[src/rtl/pll_lock_supervisor.sv]
// pll_lock_supervisor: sequences iCE40 PLL reset, qualifies lock and issues a clean reset for the PLL clock domain.
module pll_lock_supervisor #(
  parameter int LOCK_STABLE_CYCLES  = 1024,
  parameter int LOCK_TIMEOUT_CYCLES = 12000,
  parameter int PLL_RESET_CYCLES    = 16,
  parameter int MAX_RETRIES         = 3
) (
  input  logic       clock_in,
  input  logic       reset_n,
  input  logic       pll_locked,
  output logic       pll_resetb,
  output logic       sys_reset_n,
  output logic       ready,
  output logic       fault,
  output logic [7:0] lock_loss_count,
  output logic [2:0] state
);
  localparam int SW = LOCK_STABLE_CYCLES > 1 ? $clog2(LOCK_STABLE_CYCLES) : 1;
  localparam int TW = LOCK_TIMEOUT_CYCLES > 1 ? $clog2(LOCK_TIMEOUT_CYCLES) : 1;
  localparam int PW = PLL_RESET_CYCLES > 1 ? $clog2(PLL_RESET_CYCLES) : 1;
  localparam int RW = MAX_RETRIES > 1 ? $clog2(MAX_RETRIES) : 1;
  localparam logic [SW-1:0] STB_LAST = SW'(LOCK_STABLE_CYCLES - 1);
  localparam logic [TW-1:0] TO_LAST  = TW'(LOCK_TIMEOUT_CYCLES - 1);
  localparam logic [PW-1:0] RST_LAST = PW'(PLL_RESET_CYCLES - 1);
  localparam logic [RW-1:0] RTY_LAST = RW'(MAX_RETRIES - 1);
  localparam logic [2:0] S_PLL_RST = 3'd0;
  localparam logic [2:0] S_WAIT    = 3'd1;
  localparam logic [2:0] S_STABLE  = 3'd2;
  localparam logic [2:0] S_RUN     = 3'd3;
  localparam logic [2:0] S_FAULT   = 3'd4;
  logic          r_sync, r_lock_s;
  logic [2:0]    r_state, w_next;
  logic [SW-1:0] r_stb_cnt;
  logic [TW-1:0] r_to_cnt;
  logic [PW-1:0] r_rst_cnt;
  logic [RW-1:0] r_retry;
  logic [7:0]    r_loss;
  logic          r_pll_resetb, r_sys_reset_n, r_ready, r_fault;
  logic          w_timeout;
  assign w_timeout = r_to_cnt == TO_LAST;
  always_comb begin
    w_next = r_state;
    case (r_state)
      S_PLL_RST: w_next = r_rst_cnt == RST_LAST ? S_WAIT : S_PLL_RST;
      S_WAIT:    w_next = r_lock_s ? S_STABLE : !w_timeout ? S_WAIT : r_retry == RTY_LAST ? S_FAULT : S_PLL_RST;
      S_STABLE:  w_next = !r_lock_s ? S_WAIT : r_stb_cnt >= STB_LAST ? S_RUN : S_STABLE;
      S_RUN:     w_next = r_lock_s ? S_RUN : S_WAIT;
      S_FAULT:   w_next = S_FAULT;
      default:   w_next = S_PLL_RST;
    endcase
  end
  // STABLE entry already consumed one high lock_s sample, so the qualifier starts at 1
  always_ff @(posedge clock_in or negedge reset_n) begin
    if (!reset_n) begin
      r_sync        <= 1'b0;
      r_lock_s      <= 1'b0;
      r_state       <= S_PLL_RST;
      r_stb_cnt     <= '0;
      r_to_cnt      <= '0;
      r_rst_cnt     <= '0;
      r_retry       <= '0;
      r_loss        <= '0;
      r_pll_resetb  <= 1'b0;
      r_sys_reset_n <= 1'b0;
      r_ready       <= 1'b0;
      r_fault       <= 1'b0;
    end else begin
      r_sync        <= pll_locked;
      r_lock_s      <= r_sync;
      r_state       <= w_next;
      r_rst_cnt     <= (r_state == S_PLL_RST && w_next == S_PLL_RST) ? r_rst_cnt + 1'b1 : '0;
      r_to_cnt      <= (r_state == S_WAIT && w_next == S_WAIT) ? r_to_cnt + 1'b1 : '0;
      r_stb_cnt     <= w_next != S_STABLE ? '0 : r_state == S_STABLE ? r_stb_cnt + 1'b1 : SW'(1);
      r_retry       <= w_next == S_RUN ? '0 : (r_state == S_WAIT && w_next == S_PLL_RST) ? r_retry + 1'b1 : r_retry;
      r_loss        <= (r_state == S_RUN && w_next == S_WAIT && r_loss != 8'hff) ? r_loss + 1'b1 : r_loss;
      r_pll_resetb  <= !(w_next == S_PLL_RST || w_next == S_FAULT);
      r_sys_reset_n <= w_next == S_RUN;
      r_ready       <= w_next == S_RUN;
      r_fault       <= w_next == S_FAULT;
    end
  end
  assign pll_resetb      = r_pll_resetb;
  assign sys_reset_n     = r_sys_reset_n;
  assign ready           = r_ready;
  assign fault           = r_fault;
  assign lock_loss_count = r_loss;
  assign state           = r_state;
endmodule

[config.mk]
export PLATFORM = sky130hd
export DESIGN_NAME = pll_lock_supervisor
export DESIGN_NICKNAME = d
export VERILOG_FILES = /design/src/rtl/pll_lock_supervisor.sv
export SDC_FILE = /design/constraint.sdc
export NUM_CORES = 1
export LEC_CHECK = 0
export ABC_CLOCK_PERIOD_IN_PS = 3400
export CORE_AREA = 5 5 71 73
export CTS_BUF_LIST = sky130_fd_sc_hd__clkbuf_4
export DETAILED_ROUTE_END_ITERATION = 12
export DIE_AREA = 0 0 76 78
export GPL_ROUTABILITY_DRIVEN = 0
export GPL_TIMING_DRIVEN = 0
export PLACE_DENSITY = 0.69
export SYNTH_ARGS = -nofsm -noshare
export SYNTH_HDL_FRONTEND = slang
export SYNTH_SLANG_ARGS = --single-unit
[constraint.sdc]
create_clock -name clock_in -period 3.4 [get_ports clock_in]
set_input_delay 1.02 -clock clock_in [delete_from_list [all_inputs] [get_ports clock_in]]
set_output_delay 1.02 -clock clock_in [all_outputs]
set_load 0.01 [all_outputs]
; Word level (Yosys, flattened, before mapping)
; Cells that the tools add are included.
[totals]
reg_bits = 46
latchBits = 0
ram_bits = 0
romBits = 0
inputBits = 3
out_inout_bits = 15
n_memories = 0
[op_classes]
add_sub_neg = 5
n_mul = 0
n_div = 0
n_lt_le_gt_ge = 1
eq_ne = 12
shift = 0
n_mux = 14
bitwise_logic = 0
n_reduce_logical = 10
[ops]
columns = operator, n
row1 = two-way mux 10 bit, 2
row2 = one-hot mux 3 bit (5 select lines), 1
row3 = adder 14 x 1 -> 14 bit (second input constant), 1
row4 = equality test 14 bit (second input constant), 1
row5 = two-way mux 14 bit, 1
row6 = adder 10 x 1 -> 10 bit (second input constant), 1
row7 = >= comparator 10 bit (second input constant), 1
row8 = equality test 3 x 2 -> 1 bit (second input constant), 3
row9 = two-way mux 3 bit, 3
row10 = adder 8 x 1 -> 8 bit (second input constant), 1
row11 = two-way mux 2 bit, 4
row12 = != test 8 bit (second input constant), 1
row13 = equality test 3 x 1 -> 1 bit (second input constant), 2
row14 = equality test 3 bit (second input constant), 2
row15 = logical NOT 3 bit, 2
row16 = logical AND 1 bit, 5
row17 = adder 4 x 1 -> 4 bit (second input constant), 1
row18 = equality test 4 bit (second input constant), 1
row19 = two-way mux 4 bit, 1
row20 = != test 3 x 2 -> 1 bit (second input constant), 1
row21 = adder 2 x 1 -> 2 bit (second input constant), 1
row22 = equality test 2 bit (second input constant), 1
row23 = two-way mux 1 bit, 2
row24 = nonzero test 2 bit, 1
row25 = other kinds (2), 2

; Logic depth before layout (Yosys ltp)
; Gate-level depths: netlist of the first run.
[depth]
depth_word = 9
mapped_depth = 6

; Worst setup path after synthesis of the first run
; Ideal clock, no wire load.
[synth_path]
kind = register -> register
start = register r_loss[0] (netlist: lock_loss_count[0])
end = register r_loss[5] (netlist: lock_loss_count[5])
setup_time_ns = 0.127
arrival_time_ns = 1.520
setup_slack_ns = 1.753
stages_incl_launch_ff = 6
n_path_buf = 0
synth_period_minus_slack_ns = 1.647
path_cell_list = dfrtp_1 > ha_1 > and3_1 > a311oi_1 > nand3_1 > xnor2_1
[synth_between]
elab_chain_cells = 2
word_cells_on_any_way = 3
classes_between = 1 x add/sub / 1 x eq/ne / 1 x reduce/logical
[synth_rtl]
columns = element, line
row1 = "start, declared", 37  ; logic [7:0] r_loss;
row2 = "start signal, assigned", 75  ; r_loss <= (r_state == S_RUN && w_next == S_WAIT && r_loss != 8'hff) ? r_loss + 1'b1 : r_loss;
row3 = "parallel branches: the longest is 2 deep, another holds adder 8 x 1 -> 8 bit", n/a
; Several ways; the timed one is not identified.
; A chain may end at the register's enable or synchronous reset.

; Worst setup path after layout of the first run
[layout_path]
start = register r_loss[4] (netlist: lock_loss_count[4])
end = output lock_loss_count[4]
[layout_rtl]
columns = element, line
row1 = "end, declared", 15  ; output logic [7:0] lock_loss_count,
; No word-level cell between the ends.

==> results of run 1 <==
-- state kept, by name, indices dropped and copies added, names as in the netlist --
| register | count |
|---|---|
| r_sync | 1 |
| ready | 1 |
| r_rst_cnt | 4 |
| fault | 1 |
| pll_resetb | 1 |
| r_lock_s | 1 |
| r_to_cnt | 14 |
| r_stb_cnt | 10 |
| lock_loss_count | 8 |
| r_retry | 2 |
| state | 3 |
-- metal layers --
layer	GRT usage [%]	wire, microns
met2	20.0	1590
met1	17.0	1780
met4	4.27	49
met3	3.82	133
met5	0	0
-- kinds of logic (layout without fill, tap and decap cells) --
logic type               Yosys count  in the layout
AO/OA/AOI/OAI                     16             16
buffers and inverters             13             39
AND/OR/NAND/NOR                   87             87
XOR/XNOR                          26             26
adder cells (fa/ha/maj)            5              5
multiplexers                       2              2
flip-flops                        46             46
-- report_power, final --
part	total [mW]	internal, mW	switching (mW)
logic	0.237	0.109	0.128
registers	0.646	0.600	0.0456
clock network	0.248	0.0771	0.171
total	1.13	0.787	0.345
-- how the worst max path moves through the flow --
| stage | endpoint | cells after the start |
|---|---|---|
| 3_3_place_gp | pll_resetb$_DFF_PN0_ | 1 |
| 4_1_cts | state[0] | 1 |
| 5_1_grt | state[0] | 1 |
| 2_1_floorplan | lock_loss_count[5]$_DFFE_PN0P_ | 5 |
| 3_5_place_dp | state[0] | 1 |
| 6_report | lock_loss_count[4] | 1 |
-- metrics by stage --
stage	setup slack, ns	util (%)	hold WS (ns)	area [sq um]
finish	0.948	56.1	0.365	2410
global route	0.884	56.1	0.384	2410
CTS	0.931	56.1	0.359	2410
detailed placement	1.36	54.8	0.340	2350
global placement	0.0656	54.5	0.340	2340
floorplan	1.75	-	0.331	2100
-- layout make-up --
cell class	count	area, sq um	share of cell area (%)
clock inverter	3	16.3	0.676
buffer	3	17.5	0.728
multi-input combinational	136	897	37.3
clock buffer	5	37.5	1.56
tap	52	65.1	2.70
inverter	10	37.5	1.56
timing repair buffer	18	185	7.69
sequential	46	1150	47.8
-- cells in the final DEF, fill, tap and decap left out, types with 6 or more instances in the layout --
master                            count
sky130_fd_sc_hd__inv_1               10
sky130_fd_sc_hd__nand3_1             17
sky130_fd_sc_hd__nand4_1              6
sky130_fd_sc_hd__nor2_1              29
sky130_fd_sc_hd__nand2_1             11
sky130_fd_sc_hd__xnor2_1              8
sky130_fd_sc_hd__xor2_1              18
sky130_fd_sc_hd__dfrtp_1             46
sky130_fd_sc_hd__clkdlybuf4s50_1     16
==> results.sh, run 1 <==
export IMPL_critical_path_endpoint_type="primary output"
export IMPL_yosysWarnings=0
export IMPL_status="finished, final reports clean"
export IMPL_worstReg2RegStart="r_to_cnt[0]$_DFF_PN0_"
export IMPL_leakagePower_nw=1.07
export IMPL_synth_flop_cell="sky130_fd_sc_hd__dfrtp_1"
export IMPL_highest_fanout_seen_on_the_critical_path=7
export IMPL_synthCells=195
export IMPL_synth_top_area_share_pct=54.7
export IMPL_r2r_worst_path_cells=6
export IMPL_initial_antenna_violation_count=0
export IMPL_chipWidth_microns=76
export IMPL_most_frequent_cell_after_synthesis="sky130_fd_sc_hd__dfrtp_1"
export IMPL_clk_pin_slew_worst_paths_ns=0.13
export IMPL_crit_type="reg2out"
export IMPL_max_transition_margin_pct=66.9
export IMPL_unrepaired_setup_endpoints_after_global_routing="false"
export IMPL_placementRows=24
export IMPL_r2r_setup_slack_ns=1.46
export IMPL_report_final_slew_viol_count=0
export IMPL_ratio_of_final_minimum_period_to_clock_period_pct=72.1
export IMPL_place_inst=265
export IMPL_hold_end="r_lock_s$_DFF_PN0_"
export IMPL_post_synth_top_area_cell="sky130_fd_sc_hd__dfrtp_1"
export IMPL_route_vias_total=1456
export IMPL_ios=18
export IMPL_cpLargestDelayFamily="buffers and inverters"
export IMPL_synth_xor_area_share_pct=10.8
export IMPL_post_synthesis_compound_gate_area_fraction_pct=5.18
export IMPL_power_density_nw_per_um2=470
export IMPL_post_route_drc_count=0
export IMPL_report_power_total_mw=1.13
export IMPL_netlist_top_cells_count="sky130_fd_sc_hd__dfrtp_1, sky130_fd_sc_hd__nor2_1, sky130_fd_sc_hd__xor2_1"
export IMPL_worst_clock_skew_ns=0.00982
export IMPL_worst_endpoint_required_ns=2.38
export IMPL_synth_nets=203
export IMPL_grt_use_total_pct=12.8
export IMPL_drt_pre_antenna_iters=4
export IMPL_routed_wirelength_microns=3550
export IMPL_first_iter_violations=112
export IMPL_cell_variety_after_synth=38
export IMPL_post_cts_setup_buffer_count=0
export IMPL_adder_cell_share_of_the_synthesized_area_pct=2.97
export IMPL_top_achievable_clock_speed_mhz=408
export IMPL_cts_root_buffer="sky130_fd_sc_hd__clkbuf_4"
export IMPL_setup_viol=0
export IMPL_pin_count_of_the_biggest_net_entering_global_routing=30
export IMPL_num_antenna_cells=0
export IMPL_grt_ovfl_total=0
export IMPL_synth_top_family_by_area="simple AND/OR/NAND/NOR gates"
export IMPL_cts_tree="done"
export IMPL_cts_htree_levels=2
export IMPL_worstPathCellList="clkdlybuf4s50_1"
export IMPL_clock_path_buffers=2
export IMPL_worst_hold_path_num_cells=0
export IMPL_grt_pass1_vias=1416
export IMPL_cp_data_arrival_time_ns=1.43
export IMPL_hp_start="r_sync$_DFF_PN0_"
export IMPL_worst_ir_drop_vdd_mv=0.297
export IMPL_synth_edf_count=0
export IMPL_tns_ns=0
export IMPL_timing_hold_worst_class="reg2reg"
export IMPL_worst_path_largest_cell_delay_ns=0.58
export IMPL_final_cell_count_no_fill=273
export IMPL_cts_hold_buffers_added=0
export IMPL_vert_die_dim_microns=78
export IMPL_detail_placement_hpwl_microns=2500
export IMPL_design_core_area_sq_um=4290
export IMPL_cts_buffers_inserted=5
export IMPL_final_net_count=228
export IMPL_crit_reg2reg_capture="pll_resetb$_DFF_PN0_"
export IMPL_synth_mux_area_fraction_pct=1.01
export IMPL_worst_path_buffer_plus_inverter_count=1
export IMPL_synth_seq_area_share_pct=54.7
export IMPL_area_growth_synth_to_final_pct=14.5
export IMPL_drt_vias_per_instance=5.33
export IMPL_async_reset_ff_share_pct=100
export IMPL_critical_path_slowest_stage_cell="sky130_fd_sc_hd__clkdlybuf4s50_1"
export IMPL_latest_clock_arrival_within_the_worst_skew_pair_ns=0.36
export IMPL_die_area_sq_um=5930
export IMPL_final_min_clock_period_ns=2.45
export IMPL_startpoint="lock_loss_count[4]$_DFFE_PN0P_"
export IMPL_post_synth_cell_area_avg_sq_um=10.8
export IMPL_critPathLaunchType="flip-flop"
export IMPL_worst_slew_pin_transition_ns=0.493
export IMPL_synth_area_top_cells="sky130_fd_sc_hd__dfrtp_1, sky130_fd_sc_hd__xor2_1, sky130_fd_sc_hd__nor2_1, sky130_fd_sc_hd__nand3_1, sky130_fd_sc_hd__xnor2_1"
export IMPL_finalHoldViolCount=0
export IMPL_ys_seq_elements=46
export IMPL_io_buffers=17
export IMPL_synthesized_area_fraction_occupied_by_and_or_nand_nor_cells_pct=22.7
export IMPL_initial_standard_cell_utilization_of_the_core_pct=49.0
export IMPL_wire_per_inst_microns=13.0
export IMPL_post_route_cells_drive_above_1_share_pct=9.50
export IMPL_cts_num_sinks=46
export IMPL_grt_pass1_wl_microns=6310
export IMPL_postRouteAntennaNets=0
export IMPL_synthesis_area_sq_um=2100
export IMPL_cts_resizes=0
export IMPL_max_cap_viol_count=0
export IMPL_num_fill_cells=386
No activity file was read; power rests on OpenSTA's default activity.
==> run 2, diff against run 1 <==
ABC_CLOCK_PERIOD_IN_PS = 2600   (was 3400)
clock period = 2.6 ns   (was 3.4 ns; I/O delays follow)
==> results of run 2 <==
Same layout as run 1 (identical final DEF). Status: finished, final reports clean.
Main changes from that run: setup slack after placement 1.36 ns -> 0.691 ns; setup slack after layout 0.948 ns -> 0.388 ns; hold slack 0.365 ns -> 0.335 ns; register-to-register setup slack 1.46 ns -> 0.66 ns; total power 1.13 mW -> 1.48 mW; worst IR drop on VDD 0.297 mV -> 0.388 mV
==> run 3, diff against run 2 <==
CTS_BUF_LIST = not set   (was sky130_fd_sc_hd__clkbuf_4)
GPL_ROUTABILITY_DRIVEN = not set   (was 0)
==> results.sh, run 3 (same netlist as run 1, synthesis figures left out) <==
export IMPL_critical_path_endpoint_type="primary output"
export IMPL_ios=18
export IMPL_status="finished, final reports clean"
export IMPL_route_vias_total=1445
export IMPL_net_switching_share_of_the_total_power_pct=28.9
export IMPL_timing_hold_worst_class="reg2reg"
export IMPL_setup_viol=0
export IMPL_routed_wirelength_microns=3550
export IMPL_cp_data_arrival_time_ns=1.36
export IMPL_cts_root_buffer="sky130_fd_sc_hd__clkbuf_8"
export IMPL_wire_per_inst_microns=13.0
export IMPL_max_transition_margin_pct=66.9
export IMPL_vert_die_dim_microns=78
export IMPL_worst_path_buffer_plus_inverter_count=1
export IMPL_finalHoldViolCount=0
export IMPL_place_gp_congestion=0.740
export IMPL_grt_use_total_pct=12.9
export IMPL_crit_type="reg2out"
export IMPL_cts_tree="done"
export IMPL_whs_ns=0.350
export IMPL_cpLargestDelayFamily="buffers and inverters"
export IMPL_critPathLaunchType="flip-flop"
export IMPL_cts_hold_buffers_added=0
export IMPL_cts_resizes=0
export IMPL_num_antenna_cells=0
export IMPL_post_cts_setup_buffer_count=0
export IMPL_share_comb_of_total_power_pct=19.3
export IMPL_detail_placement_hpwl_microns=2500
export IMPL_placementRows=24
export IMPL_first_iter_violations=97
export IMPL_final_design_area_no_fill_sq_um=2450
export IMPL_layout_commonest_cell="sky130_fd_sc_hd__dfrtp_1"
export IMPL_largest_register_ff_count=14
export IMPL_initial_standard_cell_utilization_of_the_core_pct=49.0
export IMPL_initial_antenna_violation_count=0
export IMPL_r2r_worst_path_cells=6
export IMPL_worst_clock_skew_ns=0.00744
export IMPL_grt_ovfl_total=0
export IMPL_pin_count_of_the_biggest_net_entering_global_routing=30
export IMPL_latest_clock_arrival_within_the_worst_skew_pair_ns=0.30
export IMPL_leakagePower_nw=1.09
export IMPL_worst_hold_path_num_cells=0
export IMPL_worst_path_stages=1
export IMPL_r2r_setup_slack_ns=0.68
export IMPL_worstPathCellList="clkdlybuf4s50_1"
export IMPL_worst_path_largest_cell_delay_ns=0.58
export IMPL_cts_num_sinks=46
export IMPL_grt_pass1_wl_microns=6310
export IMPL_largest_register="r_to_cnt"
export IMPL_post_route_cells_drive_above_1_share_pct=9.95
export IMPL_clock_path_buffers=2
export IMPL_design_core_area_sq_um=4290
export IMPL_critical_path_slowest_stage_cell="sky130_fd_sc_hd__clkdlybuf4s50_1"
export IMPL_die_area_sq_um=5930
export IMPL_worst_ir_drop_vdd_mv=0.391
export IMPL_area_growth_synth_to_final_pct=16.4
export IMPL_report_final_slew_viol_count=0
export IMPL_clk_pin_slew_worst_paths_ns=0.08
export IMPL_share_clk_of_total_power_pct=28.0
export IMPL_io_buffers=17
export IMPL_post_route_drc_count=0
export IMPL_cts_htree_levels=2
export IMPL_cellInternalPower_mw=1.14
export IMPL_final_net_count=228
export IMPL_final_cell_mix="sky130_fd_sc_hd__dfrtp_1, sky130_fd_sc_hd__nor2_1, sky130_fd_sc_hd__xor2_1"
export IMPL_part_of_the_power_in_registers_pct=52.6
export IMPL_unrepaired_setup_endpoints_after_global_routing="false"
export IMPL_cts_buffers_inserted=5
export IMPL_max_cap_viol_count=0
export IMPL_chipWidth_microns=76
export IMPL_highest_fanout_seen_on_the_critical_path=7
export IMPL_worst_slew_pin_transition_ns=0.493
export IMPL_drt_vias_per_instance=5.29
export IMPL_power_density_nw_per_um2=655
export IMPL_top_achievable_clock_speed_mhz=467
export IMPL_post_dp_cell_area_sq_um=2350
export IMPL_ratio_of_final_minimum_period_to_clock_period_pct=82.3
export IMPL_drt_pre_antenna_iters=4
export IMPL_netsw_uw=463
export IMPL_grt_pass1_vias=1438
export IMPL_postRouteAntennaNets=0
export IMPL_final_min_clock_period_ns=2.14
export IMPL_worst_endpoint_required_ns=1.82
run 3: final timing paths:
kind                                                 from                              to
max in group asynchronous                         reset_n                 fault$_DFF_PN0_
setup reg to reg                    r_to_cnt[0]$_DFF_PN0_            pll_resetb$_DFF_PN0_
hold reg to reg                          r_sync$_DFF_PN0_              r_lock_s$_DFF_PN0_
min in group asynchronous                         reset_n  lock_loss_count[3]$_DFFE_PN0P_
setup / recovery           lock_loss_count[4]$_DFFE_PN0P_              lock_loss_count[4]
hold / removal                           r_sync$_DFF_PN0_              r_lock_s$_DFF_PN0_
run 3: metrics by stage:
step	setup slack, ns	util, %	total power [mW]	instances	TNS, ns
floorplan	0.953	-	1.04	195	0
CTS	0.452	57.0	1.63	273	0
detailed placement	0.691	54.8	1.17	265	0
global route	0.415	57.0	1.71	273	0
finish	0.460	57.0	1.60	273	0
global placement	-0.494	54.5	1.17	264	-22.68
run 3: power by group through the flow:
stage	Sequential, mW	Clock [mW]	Combinational, mW
2_1_floorplan	0.862	0	0.177
3_3_place_gp	0.859	0	0.308
3_5_place_dp	0.861	0	0.314
4_1_cts	0.846	0.470	0.317
5_1_grt	0.854	0.501	0.353
6_report	0.844	0.450	0.310
run 3: per-layer routing:
metal  vias to the layer above  global-route usage [%]  part of all wire (%)
met5                         -                       0                     0
met4                         0                    4.80                   1.4
met3                         5                    3.82                   3.4
met2                        20                    20.1                    46
met1                       696                    17.0                    49
li1                        724                       -                     -
run 3: area by class of cell:
| type | count | area (sq um) |
|---|---|---|
| Buffer | 3 | 17.5 |
| Timing Repair Buffer | 18 | 185 |
| Sequential cell | 46 | 1150 |
| Clock buffer | 6 | 82.6 |
| Tap cell | 52 | 65.1 |
| Fill cell | 382 | 1850 |
| Inverter | 10 | 37.5 |
| Clock inverter | 2 | 12.5 |
| Multi-Input combinational cell | 136 | 897 |
run 3: worst register-to-register path, cell delays in order (launching register included):
cell,delay (ns)
sky130_fd_sc_hd__dfrtp_1,0.40
sky130_fd_sc_hd__ha_1,0.22
sky130_fd_sc_hd__and4_1,0.33
sky130_fd_sc_hd__nand4_2,0.16
sky130_fd_sc_hd__nand3_1,0.29
sky130_fd_sc_hd__buf_2,0.29
sky130_fd_sc_hd__nand3_1,0.11
==> variant (config.mk and constraints of run 3) <==
Register the output `lock_loss_count` once more; this adds one clock of latency there. The other outputs are not delayed to match.
--- a/src/rtl/pll_lock_supervisor.sv
+++ b/src/rtl/pll_lock_supervisor.sv
@@ -83,7 +83,9 @@
   assign sys_reset_n     = r_sys_reset_n;
   assign ready           = r_ready;
   assign fault           = r_fault;
-  assign lock_loss_count = r_loss;
+  always_ff @(posedge clock_in) begin
+    lock_loss_count <= r_loss;
+  end
   assign state           = r_state;
 endmodule
 
Formal check against the unedited RTL: same outputs for any inputs over 10 cycles, from zero or initial values and one cycle with reset_n low; that may be too few to reach the edited logic, so the function may still have changed.
==> variant against run 3 <==
Synthesized area increased by 7.6%. Global-route usage increased by 1.7 points. Sequential cell count increased by 8. Worst setup slack got worse by 2.0 ps. Register-to-register slack about the same. Total power increased by 14%. Final area increased by 7.2%. Maximum frequency about the same. Sequential power increased by 17%. Routed wire length increased by 13%. Critical path type unchanged. Critical endpoint is now state[2]. Largest cell class unchanged.
==> variant: results (changes against run 3) <==
count of cell types in the netlist 39 (+2.6%); min-delay worst type primary input to async pin; met3 WL 148 um (+22%); Layout Skew 9.34 ps (+1.90 ps); WL/cell 14.3 um (+9.7%); fraction of area in multi-input gates 34.2% (-2.4 points); crit path from state[2]; vias in the first global route 1596 (+11%); Tot GR Track Use 14.6% (+1.7 points); FF+latch count 54 (+17%); Worst Setup EP state[2]; Post-DP HPWL 2810 um (+12%); largest net degree at the start of global routing 35 (+17%); Seq/total area 50.0% (+3.0 points); Async SR Flop Fraction 85.2% (-15 points); WL met1 1870 um (+6.7%); vias after detailed routing 1525 (+5.5%); RD Place Congestion 0.782 (+5.7%); dpl ws 719 ps (+28.2 ps); Vias per Instance 5.43 (+2.5%); CLK BUF 8 (+2); non-clock buffer share of cell area 7.73% (-0.55 points); period utilization 82.4% (about the same); first-pass GRT wire length 7040 um (+11%); Gate power share 17.5% (-1.8 points); share of layout cells above drive strength 1 9.61% (-0.35 points); R2R cell count 5 (-1); status complete, no violations; fillers 364 (-4.7%); RR Endpoint r_stb_cnt[9]; register area share after synthesis 57.9% (+3.2 points); met2 Use GR 23.6% (+3.5 points)
[variant: changes by cell type after synthesis, sizes merged]
cell          run 3  this run
dfxtp             0         8
[variant: cell families (layout without fill, tap and decap cells)]
kind of cell               count (synthesis)  after routing  synth area share, %
buffers and inverters                     13             39                 2.43
AOI/OAI and AO/OA                         16             16                 4.81
DFF                                       54             54                 57.9
muxes                                      2              2                0.940
and+or+nand+nor                           87             87                 21.1
xor gates and xnor gates                  26             26                 10.1
adders and majority gates                  5              5                 2.76
[variant: worst reg2reg max path, delay by kind of cell (launching register included)]
family          cells  cell delay (ps)
simple gates        3              820
flops               1              430
compound gates      1              350
fa+ha+maj           1              250
[variant: stage by stage]
stage	hold WS, ps	instance area [um^2]	setup TNS [ps]	power, uW
global route	360	2620	0	1940
detailed placement	335	2510	0	1330
global placement	337	2500	-18270	1300
finish	350	2620	0	1840
CTS	345	2620	0	1870
floorplan	331	2260	0	1180
